**src/rtl/gstmcu_video_pkg.sv**
```systemverilog
// ----------------------------------------------------------------------------
// gstmcu_video_pkg
//   Shared definitions for the video serialiser path.
//   - MODE_* : encodings of the 2-bit plane-count mode field
//   - nplanes(mode) : number of bitplanes per 16-pixel group for a mode
//                     (mode 3 is not a real mode and behaves as 1 plane)
// ----------------------------------------------------------------------------
package gstmcu_video_pkg;

    localparam logic [1:0] MODE_4PL = 2'd0;
    localparam logic [1:0] MODE_2PL = 2'd1;
    localparam logic [1:0] MODE_1PL = 2'd2;

    function automatic logic [2:0] nplanes(input logic [1:0] mode);
        logic [2:0] n;
        case (mode)
            MODE_4PL: n = 3'd4;
            MODE_2PL: n = 3'd2;
            default:  n = 3'd1;
        endcase
        return n;
    endfunction

endpackage

```
**src/rtl/shift_plane.sv**
```systemverilog
// ----------------------------------------------------------------------------
// shift_plane
//   One bitplane lane: a holding register written from the load side and a
//   shift register feeding the pixel side.
//   Ports:
//     clock  - system clock
//     reset  - synchronous active-high reset, clears both registers
//     wr     - write din into the holding register
//     din    - plane word
//     xfer   - copy holding register into shift register (MSB consumed now)
//     shift  - shift the shift register left by one
//     clr    - clear the shift register (has priority over xfer/shift)
//     msb    - bit presented for the current pixel: the holding MSB on a
//              transfer cycle, otherwise the shift register MSB
// ----------------------------------------------------------------------------
module shift_plane #(
    parameter int WORD_W = 16
) (
    input  logic              clock,
    input  logic              reset,
    input  logic              wr,
    input  logic [WORD_W-1:0] din,
    input  logic              xfer,
    input  logic              shift,
    input  logic              clr,
    output logic              msb
);

    logic [WORD_W-1:0] hold;
    logic [WORD_W-1:0] sr;

    always_ff @(posedge clock) begin
        if (reset) begin
            hold <= '0;
            sr   <= '0;
        end else begin
            if (wr) begin
                hold <= din;
            end
            // The MSB is emitted on the transfer cycle itself, so the
            // shift register is loaded already advanced by one bit.
            if (clr) begin
                sr <= '0;
            end else if (xfer) begin
                sr <= {hold[WORD_W-2:0], 1'b0};
            end else if (shift) begin
                sr <= {sr[WORD_W-2:0], 1'b0};
            end
        end
    end

    assign msb = xfer ? hold[WORD_W-1] : sr[WORD_W-1];

endmodule

```
**src/rtl/plane_shifter.sv**
```systemverilog
// ----------------------------------------------------------------------------
// plane_shifter
//   Serialises bitplane words into per-pixel colour indices.
//   Load side: plane words enter a holding bank via load/load_ready; a group
//   is complete after N words (N from the mode captured with word 0).
//   Pixel side: on each pix_en with de high, one pixel leaves the shift bank,
//   MSB first; at every 16-pixel boundary the holding bank is transferred.
//   Ports:
//     clock      - system clock, all state on posedge
//     reset      - synchronous active-high reset
//     pix_en     - pixel-clock enable strobe
//     de         - display enable, only looked at when pix_en is high
//     mode       - 0: 4 planes, 1: 2 planes, 2/3: 1 plane
//     load       - word strobe, accepted when load && load_ready
//     din        - plane word, plane 0 first within a group
//     load_ready - holding bank can accept a word
//     pixel      - registered colour index, bit p from plane p
//     underrun   - one-cycle pulse: boundary reached with no group ready
// ----------------------------------------------------------------------------
module plane_shifter
    import gstmcu_video_pkg::*;
#(
    parameter int WORD_W = 16,
    parameter int PLANES = 4
) (
    input  logic              clock,
    input  logic              reset,
    input  logic              pix_en,
    input  logic              de,
    input  logic [1:0]        mode,
    input  logic              load,
    input  logic [WORD_W-1:0] din,
    output logic              load_ready,
    output logic [PLANES-1:0] pixel,
    output logic              underrun
);

    localparam int IDX_W = (PLANES > 1) ? $clog2(PLANES) : 1;
    localparam int CNT_W = $clog2(WORD_W);

    logic [IDX_W-1:0] idx;
    logic             hold_full;
    logic [CNT_W-1:0] cnt;
    logic [1:0]       mode_q;

    logic             accept;
    logic             accept_last;
    logic [2:0]       n_cur;
    logic [2:0]       n_grp;
    logic             step;
    logic             blank;
    logic             at_bound;
    logic             do_xfer;
    logic             starve;
    logic             shift_all;

    logic [PLANES-1:0] wr_v;
    logic [PLANES-1:0] xfer_v;
    logic [PLANES-1:0] clr_v;
    logic [PLANES-1:0] msb_v;
    logic [PLANES-1:0] pix_next;

    // Load-side handshake. Word 0 of a group uses the live mode because
    // mode_q is only captured on that very acceptance.
    assign load_ready  = !hold_full;
    assign accept      = load && !hold_full;
    assign n_cur       = (idx == '0) ? nplanes(mode) : nplanes(mode_q);
    assign n_grp       = nplanes(mode_q);
    assign accept_last = (int'(idx) + 1) == int'(n_cur);

    // Pixel-side control. Transfer and load can never coincide: a transfer
    // needs hold_full, which also blocks acceptance.
    assign step      = pix_en && de;
    assign blank     = pix_en && !de;
    assign at_bound  = step && (cnt == '0);
    assign do_xfer   = at_bound && hold_full;
    assign starve    = at_bound && !hold_full;
    assign shift_all = step && (cnt != '0);

    for (genvar p = 0; p < PLANES; p++) begin : g_plane
        // Planes beyond the group's plane count load as zero.
        assign wr_v[p]   = accept && (idx == IDX_W'(p));
        assign xfer_v[p] = do_xfer && (3'(p) < n_grp);
        assign clr_v[p]  = blank || starve || (do_xfer && (3'(p) >= n_grp));

        shift_plane #(
            .WORD_W(WORD_W)
        ) u_plane (
            .clock (clock),
            .reset (reset),
            .wr    (wr_v[p]),
            .din   (din),
            .xfer  (xfer_v[p]),
            .shift (shift_all),
            .clr   (clr_v[p]),
            .msb   (msb_v[p])
        );
    end

    assign pix_next = msb_v & ~clr_v;

    always_ff @(posedge clock) begin
        if (reset) begin
            idx       <= '0;
            hold_full <= 1'b0;
            cnt       <= '0;
            mode_q    <= MODE_4PL;
            pixel     <= '0;
            underrun  <= 1'b0;
        end else begin
            underrun <= starve;

            if (accept) begin
                if (idx == '0) begin
                    mode_q <= mode;
                end
                if (accept_last) begin
                    idx       <= '0;
                    hold_full <= 1'b1;
                end else begin
                    idx <= idx + IDX_W'(1);
                end
            end

            if (do_xfer) begin
                hold_full <= 1'b0;
            end

            // Blanking restarts the group counter so the next active
            // pixel begins a fresh group from its MSB.
            if (blank) begin
                cnt   <= '0;
                pixel <= '0;
            end else if (step) begin
                cnt   <= cnt + CNT_W'(1);
                pixel <= pix_next;
            end
        end
    end

endmodule

```
**config.mk**
```make
export PLATFORM = sky130hd
export DESIGN_NAME = plane_shifter
export DESIGN_NICKNAME = d
export VERILOG_FILES = /design/src/rtl/gstmcu_video_pkg.sv /design/src/rtl/shift_plane.sv /design/src/rtl/plane_shifter.sv
export SDC_FILE = /design/constraint.sdc
export NUM_CORES = 1
export LEC_CHECK = 0
export ABC_AREA = 1
export CORE_MARGIN = 2
export CORE_UTILIZATION = 64
export CTS_CLUSTER_SIZE = 16
export DETAILED_ROUTE_END_ITERATION = 10
export GPL_TIMING_DRIVEN = 0
export PLACE_DENSITY = 0.82
export SYNTH_ARGS = -nofsm -noshare
export SYNTH_HDL_FRONTEND = slang
export SYNTH_SLANG_ARGS = --single-unit
```
**constraint.sdc**
```tcl
create_clock -name clock -period 2.7 [get_ports clock]
set_input_delay 0.81 -clock clock [delete_from_list [all_inputs] [get_ports clock]]
set_output_delay 0.81 -clock clock [all_outputs]
set_load 0.01 [all_outputs]
```
==> reports/metrics.cfg, run 1 <==
[global_route]
antenna_found_initial=0
grt_pass1_wl_um=26000
track_usage_pct=33.6
use_met3_pct=8.57
grt_overflow=0
grt_use_met1_pct=42.3
grt_pass1_vias=5248
grtUsageMet2_pct=56.0
grt_max_degree=17
busiest_layer=met2

[final_layout]
final_nets=886
final_cells=976
final_cell_mix=nor2_1 (148), dfxtp_1 (138), nand2_1 (106)
drive_gt1_share_pct=9.22
diodes=0
synthToLayoutAreaGrowth_pct=17.5
postLayoutCoreUtil_pct=77.7
final_common_cell=nor2_1

[power_and_ir_drop]
peakVddDrop_mv=0.657
powerDensity_mw_per_mm2=770
p_leak_nw=2.61
total_power_mw=5.24

[synthesis]
yosysSeqAreaShare_pct=47.7
yosysUniqueCellTypes=25
syn-cell-area_sq_mm=0.00580
synth_nets=840
yosysWarningCount=0
syn_inst=811
ys_ff_latch=138
postSynthAreaPerCell_sq_um=7.15

[clock_network]
worstSkewPairLatency_ps=510
cts_sinks=138
tritoncts=done
post-cts-setup-buffers=0
htreeDepth=4
post_cts_resized=0
clock-root-buffer=clkbuf_8
hold_buffers=0
clockBufferDepth=2
cts_buffers=17
clkSlewWorstSetupHoldPaths_ps=60

[hold_path]
hold_path.class=flip-flop to flip-flop

[routing]
ant_nets=0
avgViaCountPerCell=5.77
drt_iter0_drc=463
drc=0
first_pass_iters=7
drt-wirelength-per-cell_um=16.5
num_vias=5631
wirelength_um=16100

[timing]
skew_ps=7.87
maxSlewViolCount=0
min_period_ps=2360
hold_violations=0
fmax_mhz=424
setup_viol=0
finalCritPeriodShare_pct=87.4
rsz0062_at_grt=no
worst_pin_slew_ps=589
slew_headroom_pct=60.7

[setup_path]
path_cells=inv_2 -> clkdlybuf4s50_1
crit_path_end_kind=output port
cp_slowest_stage_delay_ps=550
worstPathRequired_ps=1890
cp_data_arrival_time_ps=1550
slowest_stage=clkdlybuf4s50_1
start_kind=flip-flop
cp_max_fo=6
path_class=flip-flop to output port

[placed_design]
io_buffers=27
gp_congestion=0.916
hpwl_um=11000
dp.cells=946

[die]
die_w_um=99.2
die_h_um=99.2
rows=34
design.die.area_sq_mm=0.00983
core_area_sq_mm=0.00876
initial_core_util_pct=66.1
boundaryPins=29

[job]
drv_cap=0

[status]
status=finished, final reports clean

==> cell families (layout without fill, tap and decap cells) <==
family          count (synthesis)  count (layout)  share of synthesized area [%]
xor+xnor                        1               1                          0.151
compound gates                197             197                           17.4
simple gates                  330             330                           23.7
flops                         138             138                           47.7
buf+inv                       139             196                           9.74
fa+ha+maj                       6               6                           1.30
==> sequential cells by signal (all words and copies together), names as in the netlist <==
register and flops:
g_plane.u_plane.hold 64, g_plane.u_plane.sr 60, cnt 4, pixel 4, idx 2, mode_q 2, hold_full 1, underrun 1
==> cell usage after synthesis, drive strengths merged <==
master  count  share of area, %
nand3      57               5.0
o22ai      15               1.6
inv        93               6.0
o21ai      92               7.9
nand3b      3              0.39
xor2        1              0.15
or2         3              0.32
nand2     112               7.5
clkbuf     18               1.2
dfxtp     138                48
a21oi      90               7.8
nor2      151                10
ha          6               1.3
buf        28               2.5
nand4       4              0.43
==> routing by layer <==
layer,share of wire [%],wire [um],vias up
met1,40,6380,2558
met2,47,7600,311
met5,0,0,-
met3,9.2,1480,58
li1,-,-,2704
met4,3.7,599,0
==> cell type report <==
class / instances / area [sq um]
plain buffers: 46 / 215
clock buffers: 19 / 442
clock inverters: 11 / 169
fillers: 664 / 1950
inverters: 93 / 349
multi-input cells: 534 / 2470
flip-flops and latches: 138 / 2760
well taps: 108 / 135
repair buffers: 27 / 270
==> critical path: cells and delay by family, from the launching register on <==
kind	cells	cell delay (ps)
flops	1	360
buf+inv	2	680
==> worst paths after layout <==
kind | startpoint | to | slack, ps | cells past startpoint
hold reg to reg | g_plane[0].u_plane.hold[13] | g_plane[0].u_plane.hold[13] | 460 | 2
setup / recovery | hold_full | load_ready | 340 | 2
setup reg to reg | cnt[0] | pixel[3] | 710 | 8
hold / removal | g_plane[0].u_plane.hold[13] | g_plane[0].u_plane.hold[13] | 460 | 2
==> through the flow <==
step	TNS (ps)	setup WS (ps)	hold slack, ps	instance area, sq um
2_1_floorplan	0	866	425	5800
3_3_place_gp	-63.2	-54.8	441	6200
3_5_place_dp	-292	-100	449	6200
4_1_cts	0	358	458	6810
5_1_grt	0	293	478	6810
6_report	0	339	456	6810
==> power by group <==
group	total, mW	switching [mW]	internal (mW)
clock network	2.40	0.859	1.54
logic	0.639	0.442	0.197
registers	2.20	0.0506	2.15
Note: power is estimated with default switching activity, not from simulation.
==> run 2, diff against run 1 <==
--- a/config.mk
+++ b/config.mk
@@ -8,6 +8,7 @@
 export ABC_AREA = 1
 export CORE_MARGIN = 2
 export CORE_UTILIZATION = 64
+export CTS_CLUSTER_DIAMETER = 40
 export CTS_CLUSTER_SIZE = 16
 export DETAILED_ROUTE_END_ITERATION = 10
 export GPL_TIMING_DRIVEN = 0
==> results of run 2 <==
Final layout, timing and power as in run 1 (identical DEF).
==> run 3, diff against run 2 <==
--- a/config.mk
+++ b/config.mk
@@ -16,3 +16,4 @@
 export SYNTH_ARGS = -nofsm -noshare
 export SYNTH_HDL_FRONTEND = slang
 export SYNTH_SLANG_ARGS = --single-unit
+export TNS_END_PERCENT = 1
==> results of run 3 <==
Final layout, timing and power as in run 1 (identical DEF).
